File: config.mk
export PLATFORM = sky130hd
export DESIGN_NAME = pc_fetch_ctrl
export DESIGN_NICKNAME = d
export VERILOG_FILES = /design/src/rtl/pc_pkg.sv /design/src/rtl/pc_sat_counter.sv /design/src/rtl/pc_fetch_ctrl.sv
export SDC_FILE = /design/constraint.sdc
export NUM_CORES = 1
export LEC_CHECK = 0
export CORE_ASPECT_RATIO = 0.7
export CORE_MARGIN = 5
export CORE_UTILIZATION = 48
export DETAILED_ROUTE_END_ITERATION = 8
export PLACE_DENSITY_LB_ADDON = 0.08
export SLEW_MARGIN = 0
export SYNTH_ARGS = -nofsm -noshare
export SYNTH_HDL_FRONTEND = slang
export SYNTH_SLANG_ARGS = --single-unit
File: constraint.sdc
create_clock -name Clk -period 4.7 [get_ports Clk]
set_input_delay 0.705 -clock Clk [delete_from_list [all_inputs] [get_ports Clk]]
set_output_delay 0.705 -clock Clk [all_outputs]
set_load 0.02 [all_outputs]
File: src/rtl/pc_pkg.sv
// Shared types and defaults for the PC / fetch sequencing stage.
package pc_pkg;

    localparam int PC_W  = 12;
    localparam int CNT_W = 16;

    typedef enum logic [1:0] {
        IDLE = 2'd0,
        RUN  = 2'd1,
        DONE = 2'd2
    } pc_state_t;

    typedef enum logic [1:0] {
        SEL_HOLD = 2'd0,
        SEL_ABS  = 2'd1,
        SEL_REL  = 2'd2,
        SEL_INC  = 2'd3
    } pc_sel_t;

endpackage

File: src/rtl/pc_sat_counter.sv
// CW-bit up counter that sticks at all-ones; clear has priority over enable.
module pc_sat_counter #(
    parameter int CW = 16
) (
    input  logic          clk,
    input  logic          reset,
    input  logic          clear,
    input  logic          en,
    output logic [CW-1:0] count
);

    // Count up while enabled, stop at the maximum value.
    always_ff @(posedge clk) begin
        if (reset || clear) begin
            count <= '0;
        end else if (en && (count != {CW{1'b1}})) begin
            count <= count + CW'(1);
        end
    end

endmodule

File: src/rtl/pc_fetch_ctrl.sv
// Program counter and fetch sequencer. Picks the next PC from halt / stall /
// LUT absolute jump / relative branch / increment and runs a start/done
// handshake around a RUN phase whose length is counted in cycle_count.
//
// Handshake: start is a single-cycle request that is only accepted in IDLE or
// DONE (ignored in RUN); acceptance is visible on the next cycle as busy=1.
// busy stays high until a halt is seen, after which done is held high until
// the next accepted start.
import pc_pkg::*;

module pc_fetch_ctrl #(
    parameter int D  = PC_W,
    parameter int CW = CNT_W
) (
    input  logic          Clk,
    input  logic          Reset,
    input  logic          start,
    input  logic [D-1:0]  start_addr,
    input  logic          stall,
    input  logic          halt,
    input  logic          abs_jump,
    input  logic [3:0]    jump_idx,
    input  logic          rel_branch,
    input  logic [D-1:0]  rel_offset,
    output logic [2:0]    lut_addr,
    output logic          lut_third_bit,
    input  logic [D-1:0]  lut_target,
    output logic [D-1:0]  prog_ctr,
    output logic          busy,
    output logic          done,
    output logic [CW-1:0] cycle_count,
    output logic          branch_conflict,
    output pc_state_t     state_dbg
);

    pc_state_t    state;
    pc_sel_t      sel;
    logic [D-1:0] pc_next;
    logic         start_accept;
    logic         running;

    // The LUT is addressed straight from the instruction field, no register.
    assign lut_addr      = jump_idx[2:0];
    assign lut_third_bit = jump_idx[3];

    assign running      = (state == RUN);
    assign start_accept = start && ((state == IDLE) || (state == DONE));
    assign busy         = running;
    assign done         = (state == DONE);
    assign state_dbg    = state;

    // Next-PC priority: halt/stall hold, then absolute jump, relative, increment.
    always_comb begin
        sel     = SEL_INC;
        pc_next = prog_ctr;
        if (halt || stall) begin
            sel = SEL_HOLD;
        end else if (abs_jump) begin
            sel = SEL_ABS;
        end else if (rel_branch) begin
            sel = SEL_REL;
        end
        case (sel)
            SEL_HOLD: pc_next = prog_ctr;
            SEL_ABS:  pc_next = lut_target;
            SEL_REL:  pc_next = prog_ctr + rel_offset;
            SEL_INC:  pc_next = prog_ctr + D'(1);
            default:  pc_next = prog_ctr;
        endcase
    end

    // Sequencer state, program counter and conflict flag.
    always_ff @(posedge Clk) begin
        if (Reset) begin
            state           <= IDLE;
            prog_ctr        <= '0;
            branch_conflict <= 1'b0;
        end else begin
            case (state)
                IDLE, DONE: begin
                    if (start) begin
                        state           <= RUN;
                        prog_ctr        <= start_addr;
                        branch_conflict <= 1'b0;
                    end
                end
                RUN: begin
                    prog_ctr        <= pc_next;
                    branch_conflict <= abs_jump && rel_branch;
                    if (halt) begin
                        state <= DONE;
                    end
                end
                default: begin
                    state <= IDLE;
                end
            endcase
        end
    end

    pc_sat_counter #(
        .CW(CW)
    ) u_cycle_counter (
        .clk   (Clk),
        .reset (Reset),
        .clear (start_accept),
        .en    (running),
        .count (cycle_count)
    );

endmodule

# ---- Word-level counts from Yosys, hierarchy flattened
# Index checks and enable logic that the tools add are counted.
dict set report word_totals {
  regBits 31
  out_inout_bits 37
  word_cells 40
}
dict set report op_classes {
  n_eq_ne 9
  muxes 11
  reduce_logical 13
  n_addsub 3
}
# operator count
set ops {}
lappend ops {{$pmux W12 S3} 1}
lappend ops {{$pmux W12 S2} 1}
lappend ops {{$add A16 B1 Y16 const B} 1}
lappend ops {{$ne A16 B16 Y1 const B} 1}
lappend ops {{$add A12 B1 Y12 const B} 1}
lappend ops {{$add A12 B12 Y12} 1}
lappend ops {{$mux W12} 1}
lappend ops {{$mux W2} 4}
lappend ops {{$eq A2 B2 Y1 const B} 3}
lappend ops {{$ne A2 B2 Y1 const B} 3}
lappend ops {{$eq A2 B1 Y1 const B} 2}
lappend ops {{$logic_not A2 Y1} 2}
lappend ops {{$pmux W2 S2} 1}
lappend ops {{$reduce_and A2 Y1} 2}
lappend ops {{$logic_and A1 B1 Y1} 3}
lappend ops {{$logic_or A1 B1 Y1} 3}
lappend ops {{$reduce_and A3 Y1} 1}
lappend ops {{$mux W1} 2}
lappend ops {{$pmux W1 S2} 1}
lappend ops {{$reduce_bool A2 Y1} 1}
lappend ops {{$reduce_or A2 Y1} 1}

# ---- Longest topological paths before layout
# Gate-level depths: netlist of the first run.
dict set report logic_depth {
  depth_word 6
  ltp_mapped 14
}

# ---- Hierarchy
# A second synthesis of the first run with hierarchy kept.
dict set report hier_totals {
  cells_unflattened 284
  hier_area_um2 2364.8
}
# module seq_area_each_um2 instances area_each_um2 cells_each
set by_module_without_submodules {}
lappend by_module_without_submodules {pc_fetch_ctrl 300.3 1 1517.7 189}
lappend by_module_without_submodules {pc_sat_counter 320.3 1 847.1 95}

# ---- Worst setup path before layout of the first run
# OpenSTA, ideal clock, no wires.
dict set report synth_path {
  kind {input to register}
  start {input port stall}
  end {register prog_ctr[8]}
  arrival_ps 3205
  path_slack_ps 1363
  path_buffers 2
  setup_time_ps 132
  t_required_ps 4568
  stages 14
  path_cell_list {or3_1 buf_2 buf_2 nor2_2 or2_2 ha_1 inv_1 fa_1 nor2b_1 o31a_1 a41oi_1 and3_1 o21ai_0 a31oi_1}
}
dict set report synth_between {
  elab_chain_cells 5
  elab_cells_between_ends 10
  cone_classes {4 x eq/ne; 3 x mux; 3 x reduce/logical}
}
# element line_no
set synth_rtl {}
lappend synth_rtl {{start: declaration} pc_fetch_ctrl.sv:19} ;# input logic stall,
lappend synth_rtl {{$logic_or A1 B1 Y1 (*)} pc_fetch_ctrl.sv:56} ;# if (halt || stall) begin
lappend synth_rtl {{$mux W2 (*)} pc_fetch_ctrl.sv:56}
lappend synth_rtl {{$eq A2 B2 Y1, or another cell as far along} pc_fetch_ctrl.sv:63} ;# case (sel)
lappend synth_rtl {{$pmux W12 S3 / $ne A2 B2 Y1 (equally long branches)} --}
lappend synth_rtl {{$pmux W12 S2 / $reduce_and A3 Y1 (equally long branches)} --}
lappend synth_rtl {{end signal: assignment} pc_fetch_ctrl.sv:83} ;# prog_ctr <= start_addr;
lappend synth_rtl {{end signal: assignment} pc_fetch_ctrl.sv:88} ;# prog_ctr <= pc_next;
lappend synth_rtl {{end: declaration} pc_fetch_ctrl.sv:28} ;# output logic [D-1:0] prog_ctr,
# Every way passes the cells marked *; elsewhere a longest branch is shown, timed or not.
# A chain may end at the register's enable or synchronous reset.

# ---- Final worst setup path of the first run
dict set report layout_path {
  start {input port halt}
  end {register prog_ctr[8]}
}
dict set report layout_between {
  elab_chain_cells 5
  elab_cells_between_ends 10
  cone_classes {4 x eq/ne; 3 x mux; 3 x reduce/logical}
}
# element line_no
set layout_rtl {}
lappend layout_rtl {{start: declaration} pc_fetch_ctrl.sv:20} ;# input logic halt,
lappend layout_rtl {{$logic_or A1 B1 Y1 (*)} pc_fetch_ctrl.sv:56}
lappend layout_rtl {{$mux W2 (*)} pc_fetch_ctrl.sv:56}
lappend layout_rtl {{$eq A2 B2 Y1, or another cell as far along} pc_fetch_ctrl.sv:63}
lappend layout_rtl {{$pmux W12 S3 / $ne A2 B2 Y1 (equally long branches)} --}
lappend layout_rtl {{$pmux W12 S2 / $reduce_and A3 Y1 (equally long branches)} --}
# Marked as above.

==> impl_metrics.env, run 1 <==
export IMPL_antenna_cells=0
export IMPL_maxCapViolCount=0
export IMPL_hp_class="reg -> reg"
export IMPL_via_count=2206
export IMPL_rsz0062_at_grt="no"
export IMPL_status="complete, no violations"
export IMPL_yosysWarningCount=0
export IMPL_tightest_slew_ns=1.07
export IMPL_clock_sinks=31
export IMPL_synth_top_area_cell="dfxtp_1"
export IMPL_synth_cell_type_count=60
export IMPL_die_h_microns=66.1
export IMPL_post_cts_resized=0
export IMPL_clk_latency_ns=0.28
export IMPL_wirelength_microns=6280
export IMPL_powerDensity_nw_per_um2=253
export IMPL_grt_overflow=0
export IMPL_ys_flop_type="dfxtp_1"
export IMPL_grt_max_degree=19
export IMPL_final_area_sq_um=3030
export IMPL_place_congestion=0.878
export IMPL_setup_viol=0
export IMPL_cpPeakStageDelay_ns=0.52
export IMPL_cts_buffers=5
export IMPL_fmaxAchievable_mhz=271
export IMPL_syn_cell_area_sq_um=2160
export IMPL_synth_top_area_share_pct=28.7
export IMPL_grt_pass1_vias=2124
export IMPL_ys_seq_area_share_pct=28.7
export IMPL_coreArea_sq_um=4350
export IMPL_cts_tree="done"
export IMPL_vias_per_cell=5.58
export IMPL_report_final_slew_viol_count=0
export IMPL_wire_per_inst_microns=15.9
export IMPL_port_buffers=75
export IMPL_worstPathRequired_ns=4.83
export IMPL_path_class="in -> reg"
export IMPL_synthCells=270
export IMPL_syn_avg_cell_area_sq_um=8.00
export IMPL_synth_seq_cells=31
export IMPL_fillers=385
export IMPL_min_from="prog_ctr[2]"
export IMPL_synth_common_cells="37 x nor2_1, 31 x dfxtp_1, 24 x nand2_1"
export IMPL_total_leakage_power_nw=1.10
export IMPL_crit_path_start="halt"
export IMPL_post_cts_setup_buffer_count=0
export IMPL_hold_violations=0
export IMPL_clock_path_buffers=2
export IMPL_track_usage_pct=21.7
export IMPL_critPathBufInv=2
export IMPL_grt_pass1_wl_microns=10500
export IMPL_period_share_pct=78.4
export IMPL_htree_levels=2
export IMPL_clock_tree_root_cell="clkbuf_8"
export IMPL_drt_first_pass_iters=5
export IMPL_synth_edf_count=0
export IMPL_ctsHoldBuffers=0
export IMPL_first_iter_violations=97
export IMPL_critPathLaunchType="primary input"
export IMPL_critPathSlowestCell="clkdlybuf4s50_1"
export IMPL_crit_family="simple AND/OR/NAND/NOR gates"
export IMPL_layout_nets=399
export IMPL_crit_fanout=10
export IMPL_floorplan_rows=20
export IMPL_dpl_instance_area_sq_um=2910
export IMPL_vdd_drop_max_v=0.000170
export IMPL_antenna_left=0
export IMPL_route_detailed_drc=0
export IMPL_start_util_pct=49.6
export IMPL_drive_gt1_share_pct=6.47
export IMPL_hpwlAfterDp_microns=4860
export IMPL_cp_cell_sequence="clkdlybuf4s50_1 > or3_1 > nor2_2 > or2_2 > ha_1 > inv_1 > fa_1 > nor2b_1 > o31a_1 > a41oi_1 > and3_1 > o21ai_0 > a31oi_1"
export IMPL_antenna_found_initial=0
export IMPL_area_growth_syn_to_layout_pct=40.3
export IMPL_critical_path_arrival_ns=3.81
export IMPL_syn_num_nets=330
export IMPL_worstReg2RegStart="state_dbg[0]"
export IMPL_async_flop_share_pct=0
export IMPL_setup_tns_final_ns=0
export IMPL_slew_headroom_pct=28.2
export IMPL_end_kind="register"
export IMPL_ys_top_cells_by_area="dfxtp_1 29%, ha_1 7.0%, nor2_1 6.4%"
export IMPL_clock_skew_ns=0.00650
export IMPL_yosysMostFrequentCell="nor2_1"
export IMPL_ios=84
export IMPL_die_area_sq_um=5960
export IMPL_min_period_ns=3.69
export IMPL_dieWidth_microns=90.2
export IMPL_path_clk_slew_ns=0.07
## stage by stage
stage	setup slack, ns	utilization, %	std cells	power, mW	hold WS (ns)
after floorplan	1.36	-	270	0.413	0.543
after global placement	0.843	66.9	387	0.495	0.470
after detailed placement	0.756	66.9	387	0.494	0.484
after CTS	1.04	69.6	395	0.769	0.499
after global routing	0.715	69.6	395	0.806	0.519
final	1.01	69.6	395	0.765	0.496
## path summary, 6_finish.rpt
kind | slack [ns] | endpoint | cells past startpoint
max | 1.01 | prog_ctr[8] | 13
min | 0.50 | prog_ctr[2] | 2
max reg2reg | 2.47 | u_cycle_counter.count[13] | 7
min reg2reg | 0.50 | prog_ctr[2] | 2
## sequential cells by signal, indices dropped and copies added (netlist names)
register / count
state_dbg: 2
branch_conflict: 1
u_cycle_counter.count: 16
prog_ctr: 12
## routing by layer
metal / up-vias / wire length (microns) / GRT usage, %
met3: 4 / 547 / 5.35
met2: 88 / 2590 / 32.2
met5: - / 0 / 0
met4: 0 / 25 / 3.53
li1: 1110 / - / -
met1: 1004 / 3110 / 32.0
## worst reg2reg max path, stage by stage (launching register included)
cell	delay, ns
dfxtp_1	0.51
nand2b_1	0.35
clkinv_2	0.33
nand4_1	0.24
a211oi_2	0.35
nand3_1	0.13
xor2_1	0.14
nor2_1	0.05
## where the power goes
group          switching [mW]  internal (mW)  total, mW
registers              0.0117          0.273      0.285
clock network           0.103          0.172      0.274
logic                   0.106         0.0999      0.206
## layout make-up
cell class | count | area (sq um) | area share [%]
Timing Repair Buffer | 77 | 766 | 25.3
Clock buffer | 6 | 82.6 | 2.73
Multi-Input combinational cell | 218 | 1430 | 47.3
Sequential cell | 31 | 621 | 20.5
Inverter | 6 | 23.8 | 0.785
Clock inverter | 2 | 35.0 | 1.16
Tap cell | 55 | 68.8 | 2.27
## logic make-up (layout without fill, tap and decap cells)
group	Yosys count	in the layout	share of synthesized area, %
and+or+nand+nor	118	118	27.6
xor gates and xnor gates	19	19	8.05
AOI/OAI and AO/OA	67	67	22.3
DFF	31	31	28.7
muxes	1	1	0.464
buffers and inverters	21	91	4.92
adders and majority gates	13	13	7.88
## placed cells by master (no fill, tap or decap), types with 3 or more instances in the layout
| cell | netlist | layout |
|---|---|---|
| nand2_1 | 24 | 24 |
| xnor2_1 | 4 | 4 |
| nand2b_1 | 5 | 5 |
| nor2_1 | 37 | 37 |
| o21ai_0 | 11 | 11 |
| nor2b_1 | 12 | 12 |
| dfxtp_1 | 31 | 31 |
| a211oi_1 | 3 | 3 |
| a21oi_1 | 17 | 17 |
| inv_1 | 5 | 5 |
| ha_1 | 12 | 12 |
| xor2_1 | 14 | 14 |
| nand3_1 | 10 | 10 |
| nor3_1 | 7 | 7 |
| o211ai_1 | 4 | 4 |
| a311oi_1 | 3 | 3 |
| nand4_1 | 7 | 7 |
| clkbuf_8 | 0 | 6 |
| clkdlybuf4s50_1 | 0 | 75 |
Note: power is estimated with default switching activity, not from simulation.
==> inputs of run 2 (changes only) <==
--- a/config.mk
+++ b/config.mk
@@ -7,7 +7,7 @@
 export LEC_CHECK = 0
 export CORE_ASPECT_RATIO = 0.7
 export CORE_MARGIN = 5
-export CORE_UTILIZATION = 48
+export CORE_UTILIZATION = 44
 export DETAILED_ROUTE_END_ITERATION = 8
 export PLACE_DENSITY_LB_ADDON = 0.08
 export SLEW_MARGIN = 0
==> constraint.sdc (replaced) <==
create_clock -name Clk -period 3.5 [get_ports Clk]
set_input_delay 0.525 -clock Clk [delete_from_list [all_inputs] [get_ports Clk]]
set_output_delay 0.525 -clock Clk [all_outputs]
set_load 0.02 [all_outputs]
==> run 2 against run 1 <==
  * Via count is 5.9% higher
  * First-iteration DRC count stayed put
  * Die area is 7.9% higher
  * Sequential power is 34% higher
  * Cell area is 4.0% higher
  * Sequential share of layout area is 0.78 points lower
  * Clock power is 37% higher
  * Wire length is 12% higher
  * Final cell count is 6.8% higher
  * Core utilization is 3.3 points lower
  * Highest routed layer unchanged
==> impl_metrics.env, run 2 (synthesis results as in run 1) <==
export IMPL_report_final_slew_viol_count=0
export IMPL_path_class="in -> reg"
export IMPL_drive_gt1_share_pct=10.2
export IMPL_status="complete, no violations"
export IMPL_fmaxAchievable_mhz=309
export IMPL_antenna_left=0
export IMPL_ios=84
export IMPL_post_cts_setup_buffer_count=0
export IMPL_cpPeakStageDelay_ns=0.46
export IMPL_grt_pass1_wl_microns=11200
export IMPL_cp_cell_sequence="clkdlybuf4s50_1 > or3_1 > o21ai_0 > inv_1 > ha_1 > a21o_1 > a41o_1 > a311oi_1 > xor2_1 > a2111oi_2"
export IMPL_setup_tns_final_ns=0
export IMPL_holdWs_ns=0.481
export IMPL_clock_path_buffers=2
export IMPL_pwr_share_comb_pct=28.3
export IMPL_vias_per_cell=5.54
export IMPL_regMostFlops="u_cycle_counter.count"
export IMPL_p_seq_share_pct=36.3
export IMPL_crit_family="compound AO/OA/AOI/OAI gates"
export IMPL_period_share_pct=92.5
export IMPL_slew_headroom_pct=54.8
export IMPL_netSwitchingPower_mw=0.314
export IMPL_min_period_ns=3.24
export IMPL_final_common_cell="clkdlybuf4s50_1"
export IMPL_critPathSlowestCell="or3_1"
export IMPL_setup_ws_ns=0.264
export IMPL_hpwlAfterDp_microns=5260
export IMPL_cts_tree="done"
export IMPL_clock_tree_root_cell="clkbuf_8"
export IMPL_wirelength_microns=7020
export IMPL_clock_sinks=31
export IMPL_rsz0062_at_grt="no"
export IMPL_end_kind="register"
export IMPL_ctsHoldBuffers=0
export IMPL_route_detailed_drc=0
export IMPL_clock_skew_ns=0.00651
export IMPL_setup_viol=0
export IMPL_antenna_cells=0
export IMPL_area_growth_syn_to_layout_pct=45.8
export IMPL_tightest_slew_ns=0.678
export IMPL_hold_violations=0
export IMPL_hp_class="reg -> reg"
export IMPL_grt_max_degree=19
export IMPL_grt_pass1_vias=2271
export IMPL_largest_reg_flops=16
export IMPL_track_usage_pct=22.9
export IMPL_place_congestion=0.922
export IMPL_final_cell_mix="75 x clkdlybuf4s50_1, 37 x nor2_1, 31 x dfxtp_1, 24 x nand2_1, 17 x a21oi_1"
export IMPL_port_buffers=75
export IMPL_critPathBufInv=2
export IMPL_vdd_drop_max_v=0.000161
export IMPL_dieWidth_microns=93.7
export IMPL_die_area_sq_um=6430
export IMPL_worstPathRequired_ns=3.68
export IMPL_antenna_found_initial=0
export IMPL_drt_first_pass_iters=4
export IMPL_critical_path_arrival_ns=3.42
export IMPL_critPathLaunchType="primary input"
export IMPL_clkPwrFrac_pct=35.5
export IMPL_coreArea_sq_um=4760
export IMPL_grt_overflow=0
export IMPL_crit_fanout=4
export IMPL_cts_buffers=5
export IMPL_total_leakage_power_nw=1.17
export IMPL_via_count=2336
export IMPL_dp_slack_ns=0.0528
export IMPL_layout_nets=412
export IMPL_powerDensity_nw_per_um2=336
export IMPL_wire_per_inst_microns=16.6
export IMPL_clk_latency_ns=0.29
export IMPL_htree_levels=2
export IMPL_floorplan_rows=21
export IMPL_start_util_pct=45.4
export IMPL_maxCapViolCount=0
export IMPL_path_clk_slew_ns=0.07
export IMPL_intPower_mw=0.743
export IMPL_fillers=413
export IMPL_p_sw_share_pct=29.7
export IMPL_power_mw=1.06
export IMPL_die_h_microns=68.6
export IMPL_first_iter_violations=97
run 2: cell types whose count changed in the layout (fill, tap and decap cells not counted), sizes merged:
| cell | delta |
|---|---|
| buf | +13 |
run 2: final timing paths:
| path | startpoint | to | slack (ns) | cells past startpoint |
|---|---|---|---|---|
| min reg2reg | branch_conflict | branch_conflict | 0.48 | 2 |
| min | branch_conflict | branch_conflict | 0.48 | 2 |
| max reg2reg | prog_ctr[4] | prog_ctr[7] | 1.33 | 7 |
| max | stall | prog_ctr[7] | 0.26 | 10 |
run 2: tightest hold or removal path, cell delays in order, from the launching register on:
cell and delay [ns]:
dfxtp_1 0.31, nand2_1 0.05, o22ai_1 0.07
run 2: metal layers:
layer  part of all wire (%)  vias to the layer above  GRT usage [%]
met3                    8.2                       11           5.64
met2                     41                       93           33.7
li1                       -                     1134              -
met1                     50                     1098           33.2
met4                    1.2                        0           6.13
met5                      0                        -              0
run 2: layout make-up:
class | instances | area [sq um] | share of cell area [%]
clock buffers | 6 | 82.6 | 2.62
flip-flops and latches | 31 | 621 | 19.7
clock inverters | 2 | 35.0 | 1.11
multi-input cells | 218 | 1440 | 45.6
well taps | 69 | 86.3 | 2.74
inverters | 6 | 23.8 | 0.755
repair buffers | 90 | 863 | 27.4
run 2: power groups by stage:
stage                     registers [mW]  clock network (mW)  logic [mW]
after floorplan                    0.405                   0       0.150
after global placement             0.391                   0       0.289
after detailed placement           0.391                   0       0.290
after CTS                          0.383               0.379       0.294
after global routing               0.385               0.394       0.324
final                              0.383               0.375       0.299
run 2: stage by stage:
| stage | cells | utilization, % | instance area (sq um) |
|---|---|---|---|
| 2_1_floorplan | 270 | - | 2160 |
| 3_3_place_gp | 414 | 63.6 | 3030 |
| 3_5_place_dp | 414 | 63.6 | 3030 |
| 4_1_cts | 422 | 66.1 | 3140 |
| 5_1_grt | 422 | 66.2 | 3150 |
| 6_report | 422 | 66.2 | 3150 |
run 2: timing repair:
action	4_1_cts	5_1_grt
gates resized for setup	0	1
endpoints found under the setup margin	0	1
endpoints found under the hold margin	0	0
==> inputs of run 3 (changes only) <==
--- a/config.mk
+++ b/config.mk
@@ -7,10 +7,11 @@
 export LEC_CHECK = 0
 export CORE_ASPECT_RATIO = 0.7
 export CORE_MARGIN = 5
-export CORE_UTILIZATION = 44
+export CORE_UTILIZATION = 46
 export DETAILED_ROUTE_END_ITERATION = 8
 export PLACE_DENSITY_LB_ADDON = 0.08
-export SLEW_MARGIN = 0
+export SLEW_MARGIN = 20
 export SYNTH_ARGS = -nofsm -noshare
 export SYNTH_HDL_FRONTEND = slang
+export SYNTH_HIERARCHICAL = 1
 export SYNTH_SLANG_ARGS = --single-unit
==> run 3 against run 2 <==
  * Highest routed layer unchanged
  * First-iteration DRC count rose by 120%
  * Clock skew is 0.0034 ns lower
  * Total power down 7.0%
  * Sequential share of layout area down 0.71 points
  * Largest cell class unchanged
  * Hold slack improved by 0.0042 ns
  * Largest power group unchanged
==> impl_metrics.env, run 3 <==
export IMPL_area_growth_syn_to_layout_pct=38.1
export IMPL_synth_cell_type_count=67
export IMPL_syn_cell_area_sq_um=2360
export IMPL_setup_tns_final_ns=0
export IMPL_grt_pass1_vias=2273
export IMPL_worstPathRequired_ns=3.68
export IMPL_fillers=418
export IMPL_route_detailed_drc=0
export IMPL_wire_per_inst_microns=16.7
export IMPL_hpwlAfterDp_microns=5550
export IMPL_ios=84
export IMPL_maxCapViolCount=0
export IMPL_synth_top_area_cell="dfxtp_1"
export IMPL_ys_seq_area_share_pct=26.2
export IMPL_final_cell_mix="75 x clkdlybuf4s50_1, 31 x dfxtp_1, 26 x a21oi_1, 25 x nand2_1, 17 x nor2_1"
export IMPL_period_share_pct=90.5
export IMPL_hp_class="reg -> reg"
export IMPL_die_area_sq_um=6700
export IMPL_dieWidth_microns=95.7
export IMPL_antenna_left=0
export IMPL_fmaxAchievable_mhz=316
export IMPL_port_buffers=75
export IMPL_syn_num_nets=344
export IMPL_drive_gt1_share_pct=10.2
export IMPL_die_h_microns=70.0
export IMPL_cpPeakStageDelay_ns=0.50
export IMPL_critPathSlowestCell="clkdlybuf4s50_1"
export IMPL_powerDensity_nw_per_um2=301
export IMPL_cts_buffers=5
export IMPL_largest_reg_flops=16
export IMPL_synth_seq_cells=31
export IMPL_syn_avg_cell_area_sq_um=8.33
export IMPL_vdd_drop_max_v=0.000184
export IMPL_end_kind="register"
export IMPL_status="complete, no violations"
export IMPL_crit_fanout=11
export IMPL_rsz0062_at_grt="no"
export IMPL_synth_top_area_share_pct=26.2
export IMPL_htree_levels=2
export IMPL_clock_skew_ns=0.00311
export IMPL_vias_per_cell=5.80
export IMPL_utilization_pct=66.8
export IMPL_wirelength_microns=7170
export IMPL_start_util_pct=48.4
export IMPL_post_cts_resized=0
export IMPL_synthCells=284
export IMPL_final_common_cell="clkdlybuf4s50_1"
export IMPL_regMostFlops="u_cycle_counter/count"
export IMPL_antenna_cells=0
export IMPL_synth_common_cells="31 x dfxtp_1, 26 x a21oi_1, 25 x nand2_1"
export IMPL_cts_tree="done"
export IMPL_clock_sinks=31
export IMPL_slew_headroom_pct=57.4
export IMPL_antenna_found_initial=0
export IMPL_post_cts_setup_buffer_count=0
export IMPL_hold_violations=0
export IMPL_min_period_ns=3.17
export IMPL_place_congestion=0.924
export IMPL_clock_path_buffers=2
export IMPL_drt_first_pass_iters=5
export IMPL_clock_tree_root_cell="clkbuf_8"
export IMPL_yosysMostFrequentCell="dfxtp_1"
export IMPL_grt_max_degree=19
export IMPL_synth_edf_count=0
export IMPL_layout_nets=420
export IMPL_report_final_slew_viol_count=0
export IMPL_critical_path_arrival_ns=3.35
export IMPL_setup_viol=0
export IMPL_crit_top_cell="buf_4"
export IMPL_dp_slack_ns=0.0672
export IMPL_grt_overflow=0
export IMPL_grt_pass1_wl_microns=11800
export IMPL_via_count=2496
export IMPL_critPathLaunchType="primary input"
export IMPL_path_clk_slew_ns=0.07
export IMPL_coreArea_sq_um=4890
export IMPL_track_usage_pct=22.1
export IMPL_ys_top_cells_by_area="dfxtp_1 26%, ha_1 6.3%, a21oi_1 5.5%"
export IMPL_floorplan_rows=21
export IMPL_async_flop_share_pct=0
export IMPL_total_leakage_power_nw=1.26
export IMPL_path_class="in -> reg"
export IMPL_tightest_slew_ns=0.633
export IMPL_ys_flop_type="dfxtp_1"
export IMPL_clk_latency_ns=0.28
export IMPL_setup_ws_ns=0.331
export IMPL_cp_cell_sequence="clkdlybuf4s50_1 > nor4_2 > buf_4 > nor2b_1 > ha_1 > a21o_1 > a31oi_1 > a2111oi_0 > buf_4 > a2111o_1 > o211a_1"
export IMPL_yosysWarningCount=6
export IMPL_ctsHoldBuffers=0
export IMPL_first_iter_violations=218
export IMPL_power_mw=0.983
export IMPL_holdWs_ns=0.485
## run 3: through the flow
step,instance area [sq um],std cells
4_1_cts,3270,430
5_1_grt,3270,430
6_report,3270,430
2_1_floorplan,2360,284
3_5_place_dp,3170,422
3_3_place_gp,3170,422
## run 3: worst paths after layout
| path | depth (start not counted) | to | slack (ns) | startpoint |
|---|---|---|---|---|
| max reg2reg | 6 | u_cycle_counter/count[6] | 1.17 | state_dbg[0] |
| max | 11 | prog_ctr[11] | 0.33 | abs_jump |
| min | 2 | prog_ctr[2] | 0.48 | prog_ctr[2] |
| min reg2reg | 2 | prog_ctr[2] | 0.48 | prog_ctr[2] |
## run 3: critical path, delay by kind of cell
family | cells | cell delay [ns]
buf+inv | 3 | 0.90
simple gates | 2 | 0.36
fa+ha+maj | 1 | 0.33
compound gates | 5 | 1.22
## run 3: cells by family after synthesis
logic type	after synthesis	synth area share (%)
buffers and inverters	28	6.67
AO/OA/AOI/OAI	84	25.5
flip-flops	31	26.2
XOR/XNOR	5	2.17
adder cells (fa/ha/maj)	13	7.20
multiplexers	1	0.423
AND/OR/NAND/NOR	122	31.9
## run 3: layout make-up
| type | count | area, sq um | share of cell area (%) |
|---|---|---|---|
| tap | 69 | 86.3 | 2.64 |
| timing repair buffer | 84 | 818 | 25.0 |
| sequential | 31 | 621 | 19.0 |
| multi-input combinational | 225 | 1590 | 48.8 |
| clock buffer | 8 | 100 | 3.06 |
| inverter | 13 | 48.8 | 1.49 |
## run 3: metal layers
metal	part of all wire, %	routed length (microns)	up-vias	global-route usage (%)
met4	0.66	47	0	4.73
li1	-	-	1234	-
met1	51	3660	1146	35.6
met3	9.1	656	7	5.36
met2	39	2810	109	28.9
met5	0	0	-	0
## run 3: report_power, final
| group | internal [mW] | leakage (nW) | switching, mW |
|---|---|---|---|
| Clock | 0.179 | 0.0515 | 0.138 |
| Sequential | 0.367 | 0.253 | 0.0170 |
| Combinational | 0.136 | 0.951 | 0.145 |
| Total | 0.683 | 1.26 | 0.300 |
